### src/rtl/dmem_pkg.sv
// Shared encodings for the data-memory controller: access sizes and FSM states.
package dmem_pkg;

  localparam logic [1:0] SZ_BYTE = 2'b00;
  localparam logic [1:0] SZ_HALF = 2'b01;
  localparam logic [1:0] SZ_WORD = 2'b10;
  localparam logic [1:0] SZ_RSVD = 2'b11;

  typedef enum logic [1:0] {
    ST_IDLE  = 2'd0,
    ST_READ  = 2'd1,
    ST_WRITE = 2'd2,
    ST_RESP  = 2'd3
  } state_t;

  // Size/alignment rejection; the range check lives in the controller.
  function automatic logic bad_access(input logic [1:0] size, input logic [1:0] off);
    return (size == SZ_RSVD) ||
           ((size == SZ_HALF) && off[0]) ||
           ((size == SZ_WORD) && (off != 2'b00));
  endfunction

endpackage

### src/rtl/dmem_lane.sv
// Little-endian lane logic: extracts a byte/half/word from a memory word with
// sign or zero extension, and merges right-aligned store data into that word.
module dmem_lane
  import dmem_pkg::*;
#(
  parameter int S = 32
) (
  input  logic [S-1:0] old_i,
  input  logic [S-1:0] new_i,
  input  logic [1:0]   size_i,
  input  logic [1:0]   off_i,
  input  logic         uns_i,
  output logic [S-1:0] merged_o,
  output logic [S-1:0] ext_o
);

  logic [4:0]   sh;
  logic [S-1:0] shifted;
  logic [S-1:0] mask;
  logic [S-1:0] ins;

  always_comb begin
    sh       = {off_i, 3'b000};
    shifted  = old_i >> sh;
    mask     = '0;
    ins      = '0;
    ext_o    = '0;
    case (size_i)
      SZ_BYTE: begin
        mask  = {{(S-8){1'b0}}, 8'hFF} << sh;
        ins   = {{(S-8){1'b0}}, new_i[7:0]} << sh;
        ext_o = uns_i ? {{(S-8){1'b0}}, shifted[7:0]}
                      : {{(S-8){shifted[7]}}, shifted[7:0]};
      end
      SZ_HALF: begin
        mask  = {{(S-16){1'b0}}, 16'hFFFF} << sh;
        ins   = {{(S-16){1'b0}}, new_i[15:0]} << sh;
        ext_o = uns_i ? {{(S-16){1'b0}}, shifted[15:0]}
                      : {{(S-16){shifted[15]}}, shifted[15:0]};
      end
      SZ_WORD: begin
        mask  = '1;
        ins   = new_i;
        ext_o = shifted;  // offset is zero for legal word accesses
      end
      default: begin
        mask  = '0;
        ins   = '0;
        ext_o = '0;
      end
    endcase
    merged_o = (old_i & ~mask) | (ins & mask);
  end

endmodule

### src/rtl/dmem_ctrl.sv
// CPU load/store front end for a single-port word memory; sub-word stores are
// done as read-modify-write. All outputs are registered; one request in flight.
module dmem_ctrl
  import dmem_pkg::*;
#(
  parameter  int S  = 32,
  parameter  int L  = 256,
  localparam int AW = $clog2(L)
) (
  input  logic          clk,
  input  logic          rst_n,
  input  logic          req_valid,
  output logic          req_ready,
  input  logic          req_we,
  input  logic [1:0]    req_size,
  input  logic          req_unsigned,
  input  logic [31:0]   req_addr,
  input  logic [S-1:0]  req_wdata,
  output logic          rsp_valid,
  output logic [S-1:0]  rsp_rdata,
  output logic          rsp_err,
  output logic [AW-1:0] mem_a,
  output logic [S-1:0]  mem_din,
  input  logic [S-1:0]  mem_dout,
  output logic          mem_mread,
  output logic          mem_mwrite
);

  state_t        state_q;
  logic          we_q;
  logic [1:0]    size_q;
  logic [1:0]    off_q;
  logic          uns_q;
  logic [S-1:0]  wdata_q;
  logic          req_ready_q;
  logic          rsp_valid_q;
  logic          rsp_err_q;
  logic [S-1:0]  rsp_rdata_q;
  logic [AW-1:0] mem_a_q;
  logic [S-1:0]  mem_din_q;
  logic          mem_mread_q;
  logic          mem_mwrite_q;

  logic          err_d;
  logic [AW-1:0] wa_d;
  logic [S-1:0]  merged;
  logic [S-1:0]  extracted;

  assign err_d = bad_access(req_size, req_addr[1:0]) ||
                 ({2'b00, req_addr[31:2]} >= 32'(L));
  assign wa_d  = req_addr[AW+1:2];

  // Old word comes straight from the memory during READ; both the load
  // result and the merged store word are captured on the READ exit edge.
  dmem_lane #(.S(S)) u_lane (
    .old_i    (mem_dout),
    .new_i    (wdata_q),
    .size_i   (size_q),
    .off_i    (off_q),
    .uns_i    (uns_q),
    .merged_o (merged),
    .ext_o    (extracted)
  );

  always_ff @(posedge clk or negedge rst_n) begin
    if (!rst_n) begin
      state_q      <= ST_IDLE;
      we_q         <= 1'b0;
      size_q       <= SZ_BYTE;
      off_q        <= 2'b00;
      uns_q        <= 1'b0;
      wdata_q      <= '0;
      req_ready_q  <= 1'b1;
      rsp_valid_q  <= 1'b0;
      rsp_err_q    <= 1'b0;
      rsp_rdata_q  <= '0;
      mem_a_q      <= '0;
      mem_din_q    <= '0;
      mem_mread_q  <= 1'b0;
      mem_mwrite_q <= 1'b0;
    end else begin
      case (state_q)
        ST_IDLE: begin
          if (req_valid) begin
            we_q        <= req_we;
            size_q      <= req_size;
            off_q       <= req_addr[1:0];
            uns_q       <= req_unsigned;
            wdata_q     <= req_wdata;
            req_ready_q <= 1'b0;
            if (err_d) begin
              state_q     <= ST_RESP;
              rsp_valid_q <= 1'b1;
              rsp_err_q   <= 1'b1;
              rsp_rdata_q <= '0;
            end else if (!req_we || (req_size != SZ_WORD)) begin
              state_q     <= ST_READ;
              mem_a_q     <= wa_d;
              mem_mread_q <= 1'b1;
            end else begin
              state_q      <= ST_WRITE;
              mem_a_q      <= wa_d;
              mem_din_q    <= req_wdata;
              mem_mwrite_q <= 1'b1;
            end
          end
        end
        ST_READ: begin
          mem_mread_q <= 1'b0;
          if (we_q) begin
            state_q      <= ST_WRITE;
            mem_din_q    <= merged;
            mem_mwrite_q <= 1'b1;
          end else begin
            state_q     <= ST_RESP;
            mem_a_q     <= '0;
            rsp_valid_q <= 1'b1;
            rsp_rdata_q <= extracted;
          end
        end
        ST_WRITE: begin
          state_q      <= ST_RESP;
          mem_mwrite_q <= 1'b0;
          mem_a_q      <= '0;
          mem_din_q    <= '0;
          rsp_valid_q  <= 1'b1;
          rsp_rdata_q  <= '0;
        end
        ST_RESP: begin
          state_q     <= ST_IDLE;
          rsp_valid_q <= 1'b0;
          rsp_err_q   <= 1'b0;
          rsp_rdata_q <= '0;
          req_ready_q <= 1'b1;
        end
        default: begin
          state_q     <= ST_IDLE;
          req_ready_q <= 1'b1;
        end
      endcase
    end
  end

  assign req_ready  = req_ready_q;
  assign rsp_valid  = rsp_valid_q;
  assign rsp_err    = rsp_err_q;
  assign rsp_rdata  = rsp_rdata_q;
  assign mem_a      = mem_a_q;
  assign mem_din    = mem_din_q;
  assign mem_mread  = mem_mread_q;
  assign mem_mwrite = mem_mwrite_q;

endmodule
### config.mk
export PLATFORM = sky130hd
export DESIGN_NAME = dmem_ctrl
export DESIGN_NICKNAME = d
export VERILOG_FILES = /design/src/rtl/dmem_pkg.sv /design/src/rtl/dmem_lane.sv /design/src/rtl/dmem_ctrl.sv
export SDC_FILE = /design/constraint.sdc
export NUM_CORES = 1
export LEC_CHECK = 0
export CAP_MARGIN = 30
export CORE_MARGIN = 3
export CORE_UTILIZATION = 40
export CTS_BUF_LIST = sky130_fd_sc_hd__clkbuf_8
export DETAILED_ROUTE_END_ITERATION = 10
export DONT_BUFFER_PORTS = 1
export PLACE_DENSITY = 0.53
export RECOVER_POWER = 25
export SYNTH_ARGS = -nofsm -noshare
export SYNTH_HDL_FRONTEND = slang
export SYNTH_SLANG_ARGS = --single-unit
### constraint.sdc
create_clock -name clk -period 5.1 [get_ports clk]
set_input_delay 0.51 -clock clk [delete_from_list [all_inputs] [get_ports clk]]
set_output_delay 0.51 -clock clk [all_outputs]
set_load 0.005 [all_outputs]
==> summary.txt, run 1 <==
Status
  • Status: finished with violations
  • Violated checks: capacitance limit, slew limit

STA
  • RSZ-0062 raised after global routing: false
  • Worst-Margin Slew: 2930 ps
  • Clock Skew: 14.1 ps
  • Final Cycle Share: 66.9%
  • Final setup viols: 0
  • Max Slew Vio Count: 118
  • Post-Route Hold Slack: 207 ps
  • Final setup margin: 1690 ps
  • Min Tclk post-route: 3410 ps
  • Worst relative slew slack: -95.2%
  • F_max: 293 MHz
  • Final hold violations: 0
  • Setup TNS Final: 0 ps

Final layout
  • Fin util: 44.9%
  • Post-route cell area: 0.00719 mm^2
  • Layout cells sized above 1: 23.5%
  • Fin nets: 679
  • Layout area overhead: 9.32%
  • Antenna cells: 0

GRT
  • Vias in the first global route: 5050
  • First-pass GRT wire length: 30400 um
  • Initial antenna violation count: 0
  • Pin count of the biggest net entering global routing: 118
  • Total GRT Usage: 22.3%
  • Remaining global-route overflow: 0

Routing
  • Residual DRC: 0
  • Number of iterations in the first detailed-routing pass: 5
  • 1st-iter DRT viols: 353
  • Post-route ant nets: 0
  • Vias post-DR: 4865
  • Vias per cell: 6.09
  • Routed length per instance: 24.7 um
  • DRT Wirelength: 19800 um

Critical path
  • Startpoint types: flop
  • Type of the worst setup path: reg2reg
  • WP data arrival: 3800 ps
  • Reg2reg end: mem_din[12]$_DFFE_PN0P_
  • Crit Path Max Fanout: 27
  • R2R cell count: 7
  • CP endpoint: mem_din[12]$_DFFE_PN0P_
  • R2R setup slack: 1690 ps
  • Worst setup EP type: flop
  • R2r startpoint: state_q[0]$_DFFE_PN0N_
  • Setup crit start: state_q[0]$_DFFE_PN0N_
  • Req. time, crit path: 5490 ps

Power
  • Lkg Pwr: 3.06 nW
  • Sw frac: 40.3%
  • Worst vdd ir: 0.451 mV
  • Internal: 0.00325 W
  • PD cells: 756 mW/mm^2
  • Psw: 0.00219 W
  • Seq pwr share: 31.7%
  • Combinational Power Share: 49.8%
  • Clock power frac: 18.5%

Floorplan
  • # IOs: 180
  • Initial Utilization: 41.1%
  • Die Height: 134 um
  • Core Area: 0.0160 mm^2
  • Die area: 0.0180 mm^2
  • Placement Rows: 46
  • Die width: 134 um

Synth
  • Cell taking the most area after synthesis: dfrtp_1
  • Most frequent cell after synthesis: dfrtp_1
  • Most frequent cells after synthesis: dfrtp_1 (116), mux2_2 (59), nand2_1 (36), nor2_1 (36), clkbuf_1 (32)
  • Gate Count Post-Synth: 594
  • Post-synth EDFFs: 0
  • Sequential share of the synthesized area: 44.5%
  • Asr flop ratio synth: 100%
  • #FFs+latches synth: 117
  • Synth top area cells: dfrtp_1 (44%), mux2_2 (10%), mux2_4 (6.6%)
  • Synth unique cells: 43
  • Mapped Nets: 701
  • Synthesized area per cell: 11.1 um^2
  • Mapped cell area: 0.00658 mm^2
  • Synth top area share: 44.1%
  • YS warnings: 0
  • Most used DFF post-synth: dfrtp_1

Clock network
  • # H-tree levels: 4
  • Clock slew at reported path FFs: 70 ps
  • CTS resizes: 0
  • Worst-Skew Late Latency: 450 ps
  • CTS Root Buffer Type: clkbuf_8
  • Post-CTS Setup Repair Bufs: 0
  • CTS tree: done
  • Clock sinks: 117
  • Clk buf depth: 2
  • CTS buffer count: 17

Place
  • DP HPWL: 14500 um
  • Placed instance area: 0.00672 mm^2
  • Dpl ws: 1760 ps
  • GPL Wtd Cong: 0.868
  • # port buffers: 0

Hold path
  • Hold depth: 1
  • Min-delay worst type: in2reg

Job
  • Max-cap violations: 1
==> power by group through the flow <==
stage	registers, W	logic, W	clock network (W)
finish	0.00172	0.00270	0.00101
global route	0.00178	0.00295	0.00108
CTS	0.00173	0.00271	0.00103
detailed placement	0.00174	0.00268	0
global placement	0.00173	0.00253	0
floorplan	0.00156	0.00227	0
==> through the flow <==
stage | std cells | total power [W]
4_1_cts | 799 | 0.00547
6_report | 799 | 0.00543
3_3_place_gp | 764 | 0.00426
5_1_grt | 799 | 0.00581
3_5_place_dp | 768 | 0.00442
2_1_floorplan | 594 | 0.00383
==> placed cells by master (no fill, tap or decap), drive strengths merged, types with 2 or more instances in the layout <==
master	synthesis	routed
o21ai	15	15
buf	20	9
mux2	88	88
a211oi	14	14
nand2	36	36
and3b	2	2
nor2	36	36
a221o	9	9
a221oi	2	2
a2111oi	7	7
clkinv	0	2
bufinv	0	5
a32o	8	8
nand3	2	2
ha	4	4
a22o	8	8
mux2i	19	19
a222oi	8	8
a21oi	28	28
nor2b	22	22
dfrtp	116	116
inv	7	8
nand2b	4	4
o2bb2ai	25	25
clkbuf	32	22
nor3	5	5
a21o	8	8
o31ai	26	26
o22ai	2	2
nor4	9	9
a22oi	25	25
==> critical path, cell delays in order, from the launching register on <==
cell and delay [ps]:
dfrtp_1 400, inv_1 80, ha_1 680, nand2_1 760, a31oi_1 950, a22oi_1 140, o21ai_0 140, mux2_4 190
==> how the worst min path moves through the flow <==
stage	from	end	slack, ps
floorplan	rst_n	mem_a[0]$_DFFE_PN0P_	210
finish	req_addr[1]	off_q[1]$_DFFE_PN0P_	210
detailed placement	rst_n	rsp_rdata[8]$_DFFE_PN0P_	220
global placement	rst_n	rsp_rdata[11]$_DFFE_PN0P_	220
CTS	rst_n	rsp_rdata[4]$_DFFE_PN0P_	20
global route	req_wdata[28]	wdata_q[28]$_DFFE_PN0P_	170
==> logic make-up after synthesis <==
group                      count (synthesis)  share of synthesized area (%)
AOI/OAI and AO/OA                        188                           21.5
and+or+nand+nor                          119                           9.23
DFF                                      117                           44.5
muxes                                    107                           19.6
buffers and inverters                     59                           4.34
adders and majority gates                  4                          0.761
==> state kept, by name (all words and copies together), names as in the netlist, 2 cells and up <==
name,flops
state_q,2
off_q,2
size_q,2
wdata_q,32
mem_a,8
rsp_rdata,32
mem_din,32
==> layer usage <==
layer | GRT usage, % | vias to the layer above | part of all wire (%)
li1 | - | 2210 | -
met1 | 27.4 | 2429 | 40
met2 | 35.5 | 200 | 47
met3 | 9.56 | 26 | 10
met4 | 7.30 | 0 | 1.9
met5 | 0 | - | 0
==> final cells by class <==
| cell class | count | area, um^2 |
|---|---|---|
| repair buffers | 11 | 123 |
| multi-input cells | 418 | 3380 |
| well taps | 216 | 270 |
| clock inverters | 9 | 175 |
| fillers | 1574 | 8810 |
| clock buffers | 21 | 289 |
| flip-flops and latches | 117 | 2930 |
| inverters | 7 | 26.3 |
==> repair_timing <==
item	in CTS	in global routing
setup endpoints to repair	0	0
hold buffers	1	0
endpoints found under the hold margin	117	0
(Power assumes the default switching activity.)
==> run 2, diff against run 1 <==
--- a/config.mk
+++ b/config.mk
@@ -11,7 +11,7 @@
 export CTS_BUF_LIST = sky130_fd_sc_hd__clkbuf_8
 export DETAILED_ROUTE_END_ITERATION = 10
 export DONT_BUFFER_PORTS = 1
-export PLACE_DENSITY = 0.53
+export PLACE_DENSITY = 0.55
 export RECOVER_POWER = 25
 export SYNTH_ARGS = -nofsm -noshare
 export SYNTH_HDL_FRONTEND = slang
==> constraint.sdc (replaced) <==
create_clock -name clk -period 3.1 [get_ports clk]
set_input_delay 0.31 -clock clk [delete_from_list [all_inputs] [get_ports clk]]
set_output_delay 0.31 -clock clk [all_outputs]
set_load 0.005 [all_outputs]
==> summary.txt, run 2 (same netlist as run 1, synthesis figures left out) <==
Critical path
  • R2R cell count: 8 (was 7)
  • CP Cell Sequence: inv_1 -> ha_1 -> buf_4 -> nand2_1 -> nor2_1 -> o21a_1 -> a221o_1 -> mux2_4 (was inv_1 -> ha_1 -> nand2_1 -> a31oi_1 -> a22oi_1 -> o21ai_0 -> mux2_4)
  • Largest stage delay on the critical path: 430 ps (was 950 ps)
  • WP data arrival: 2900 ps (was 3800 ps)
  • Crit-path slowest cell: nand2_1 (was a31oi_1)
  • Worst setup EP type: flop (unchanged)
  • Reg2reg end: mem_din[17]$_DFFE_PN0P_ (was mem_din[12]$_DFFE_PN0P_)
  • Startpoint types: flop (unchanged)
  • Req. time, crit path: 3440 ps (was 5490 ps)
  • R2R setup slack: 530 ps (was 1690 ps)
  • R2r startpoint: state_q[0]$_DFFE_PN0N_ (unchanged)
  • Crit Path Max Fanout: 18 (was 27)
  • Type of the worst setup path: reg2reg (unchanged)

STA
  • Min Tclk post-route: 2570 ps (was 3410 ps)
  • RSZ-0062 raised after global routing: false (unchanged)
  • Final setup margin: 532 ps (was 1690 ps)
  • Max Slew Vio Count: 118 (unchanged)
  • Final hold violations: 0 (unchanged)
  • Clock Skew: 13.7 ps (was 14.1 ps)
  • Worst-Margin Slew: 1600 ps (was 2930 ps)
  • F_max: 389 MHz (was 293 MHz)
  • Setup TNS Final: 0 ps (unchanged)
  • Worst relative slew slack: -6.66% (was -95.2%)
  • Final setup viols: 0 (unchanged)
  • Final Cycle Share: 82.8% (was 66.9%)

Floorplan
  • Die Height: 134 um (unchanged)
  • Placement Rows: 46 (unchanged)
  • # IOs: 180 (unchanged)
  • Die area: 0.0180 mm^2 (unchanged)
  • Core Area: 0.0160 mm^2 (unchanged)
  • Die width: 134 um (unchanged)
  • Initial Utilization: 41.1% (unchanged)

Place
  • DP HPWL: 14300 um (was 14500 um)
  • # port buffers: 0 (unchanged)
  • Placed insts: 777 (was 768)
  • Placed instance area: 0.00678 mm^2 (was 0.00672 mm^2)
  • GPL Wtd Cong: 0.846 (was 0.868)
  • Dpl ws: 449 ps (was 1760 ps)

Power
  • Lkg Pwr: 3.27 nW (was 3.06 nW)
  • PD cells: 1180 mW/mm^2 (was 756 mW/mm^2)
  • Power consumption: 0.00902 W (was 0.00543 W)
  • Worst vdd ir: 0.643 mV (was 0.451 mV)

Clock network
  • Worst-Skew Late Latency: 460 ps (was 450 ps)
  • Clock slew at reported path FFs: 80 ps (was 70 ps)
  • CTS Root Buffer Type: clkbuf_8 (unchanged)
  • Clk buf depth: 2 (unchanged)
  • # H-tree levels: 4 (unchanged)
  • CTS tree: done (unchanged)
  • CTS buffer count: 17 (unchanged)
  • CTS resizes: 0 (unchanged)
  • Clock sinks: 117 (unchanged)

GRT
  • Vias in the first global route: 5215 (was 5050)
  • Remaining global-route overflow: 0 (unchanged)
  • Pin count of the biggest net entering global routing: 118 (unchanged)
  • Total GRT Usage: 22.5% (was 22.3%)
  • First-pass GRT wire length: 30900 um (was 30400 um)
  • Initial antenna violation count: 0 (unchanged)

Hold path
  • Worst Hold End: req_ready$_DFFE_PN1P_ (was off_q[1]$_DFFE_PN0P_)
  • Min-delay worst type: in2reg (unchanged)
  • Min-Delay Startpoint: req_valid (was req_addr[1])
  • Hold depth: 2 (was 1)

Final layout
  • Layout Cells excl Fill: 849 (was 799)
  • Commonest non-fill, non-tap cell in the layout: dfrtp_1 (unchanged)
  • Fillers: 1506 (was 1574)
  • Layout area overhead: 16.0% (was 9.32%)
  • Fin nets: 728 (was 679)
  • Antenna cells: 0 (unchanged)
  • Most frequent cells in the layout: dfrtp_1 (115), mux2_2 (59), dlygate4sd3_1 (39) (was dfrtp_1 (116), mux2_2 (59), nand2_1 (36), nor2_1 (36), mux2_4 (29))
  • Post-route cell area: 0.00763 mm^2 (was 0.00719 mm^2)
  • Layout cells sized above 1: 23.2% (was 23.5%)

Routing
  • Vias per cell: 6.05 (was 6.09)
  • Post-route ant nets: 0 (unchanged)
  • Routed length per instance: 23.9 um (was 24.7 um)
  • DRT Wirelength: 20300 um (was 19800 um)
  • 1st-iter DRT viols: 381 (was 353)
  • Residual DRC: 0 (unchanged)
  • Number of iterations in the first detailed-routing pass: 6 (was 5)
  • Vias post-DR: 5140 (was 4865)

Status
  • Status: finished with violations (unchanged)
  • Violated checks: capacitance limit, slew limit (unchanged)

Job
  • Max-cap violations: 1 (unchanged)
## run 2: cell types whose count changed in the layout (fill, tap and decap cells not counted)
| cell | change |
|---|---|
| buf_4 | +10 |
| buf_12 | +1 |
| clkdlybuf4s18_2 | -1 |
| clkinvlp_4 | +1 |
| clkbuf_8 | -2 |
| buf_16 | -1 |
| dfrtp_2 | +1 |
| clkbuf_4 | +1 |
| dlygate4sd3_1 | +39 |
| dfrtp_1 | -1 |
| clkinv_4 | -1 |
| clkinv_2 | +1 |
| inv_1 | +2 |
## run 2: worst max path at each step
stage                                      start                       to  slack [ps]  cells past startpoint
after floorplan           state_q[0]$_DFFE_PN0N_  mem_din[12]$_DFFE_PN0P_         970                      9
after global placement              req_addr[10]   mem_din[3]$_DFFE_PN0P_         590                      5
after detailed placement  state_q[0]$_DFFE_PN0N_     mem_a[1]$_DFFE_PN0P_         450                      7
after CTS                 state_q[0]$_DFFE_PN0N_     mem_a[3]$_DFFE_PN0P_         440                      7
after global routing      state_q[0]$_DFFE_PN0N_  mem_din[23]$_DFFE_PN0P_         350                      7
final                     state_q[0]$_DFFE_PN0N_  mem_din[17]$_DFFE_PN0P_         530                      8
## run 2: final cells by class
class / instances / area [um^2] / area share [%]
tap: 216 / 270 / 3.54
clock buffer: 19 / 262 / 3.43
clock inverter: 12 / 186 / 2.44
timing repair buffer: 60 / 578 / 7.58
multi-input combinational: 418 / 3380 / 44.3
sequential: 117 / 2930 / 38.4
inverter: 7 / 26.3 / 0.344
## run 2: stage by stage
stage | hold slack [ps] | utilization [%]
3_5_place_dp | 19.0 | 42.4
2_1_floorplan | 14.4 | -
4_1_cts | 16.0 | 47.8
6_report | 46.1 | 47.7
5_1_grt | 39.2 | 47.7
3_3_place_gp | 19.7 | 42.2
## run 2: critical path: cells and delay by family (launching register included)
family                     cells  cell delay [ps]
AOI/OAI and AO/OA              2              640
adders and majority gates      1              310
buffers and inverters          2              290
DFF                            1              410
muxes                          1              280
and+or+nand+nor                2              510
## run 2: timing repair
| item | in CTS | in global routing |
|---|---|---|
| hold buffers | 40 | 0 |
| endpoints found under the hold margin | 155 | 0 |
| setup buffers | 0 | 0 |
| setup endpoints to repair | 0 | 0 |
## run 2: routing by layer
layer  global-route usage, %  vias up  share of wire, %
met5                       0        -                 0
met4                    8.03        0               2.6
met3                    8.70       33                10
met2                    35.1      231                46
met1                    28.5     2561                41
li1                        -     2315                 -
## run 2: report_power, final
group | total (W) | leakage [nW] | internal [W] | switching (W)
combinational | 0.00459 | 1.56 | 0.00220 | 0.00239
sequential | 0.00281 | 1.48 | 0.00219 | 0.000624
clock | 0.00162 | 0.231 | 0.000983 | 0.000635
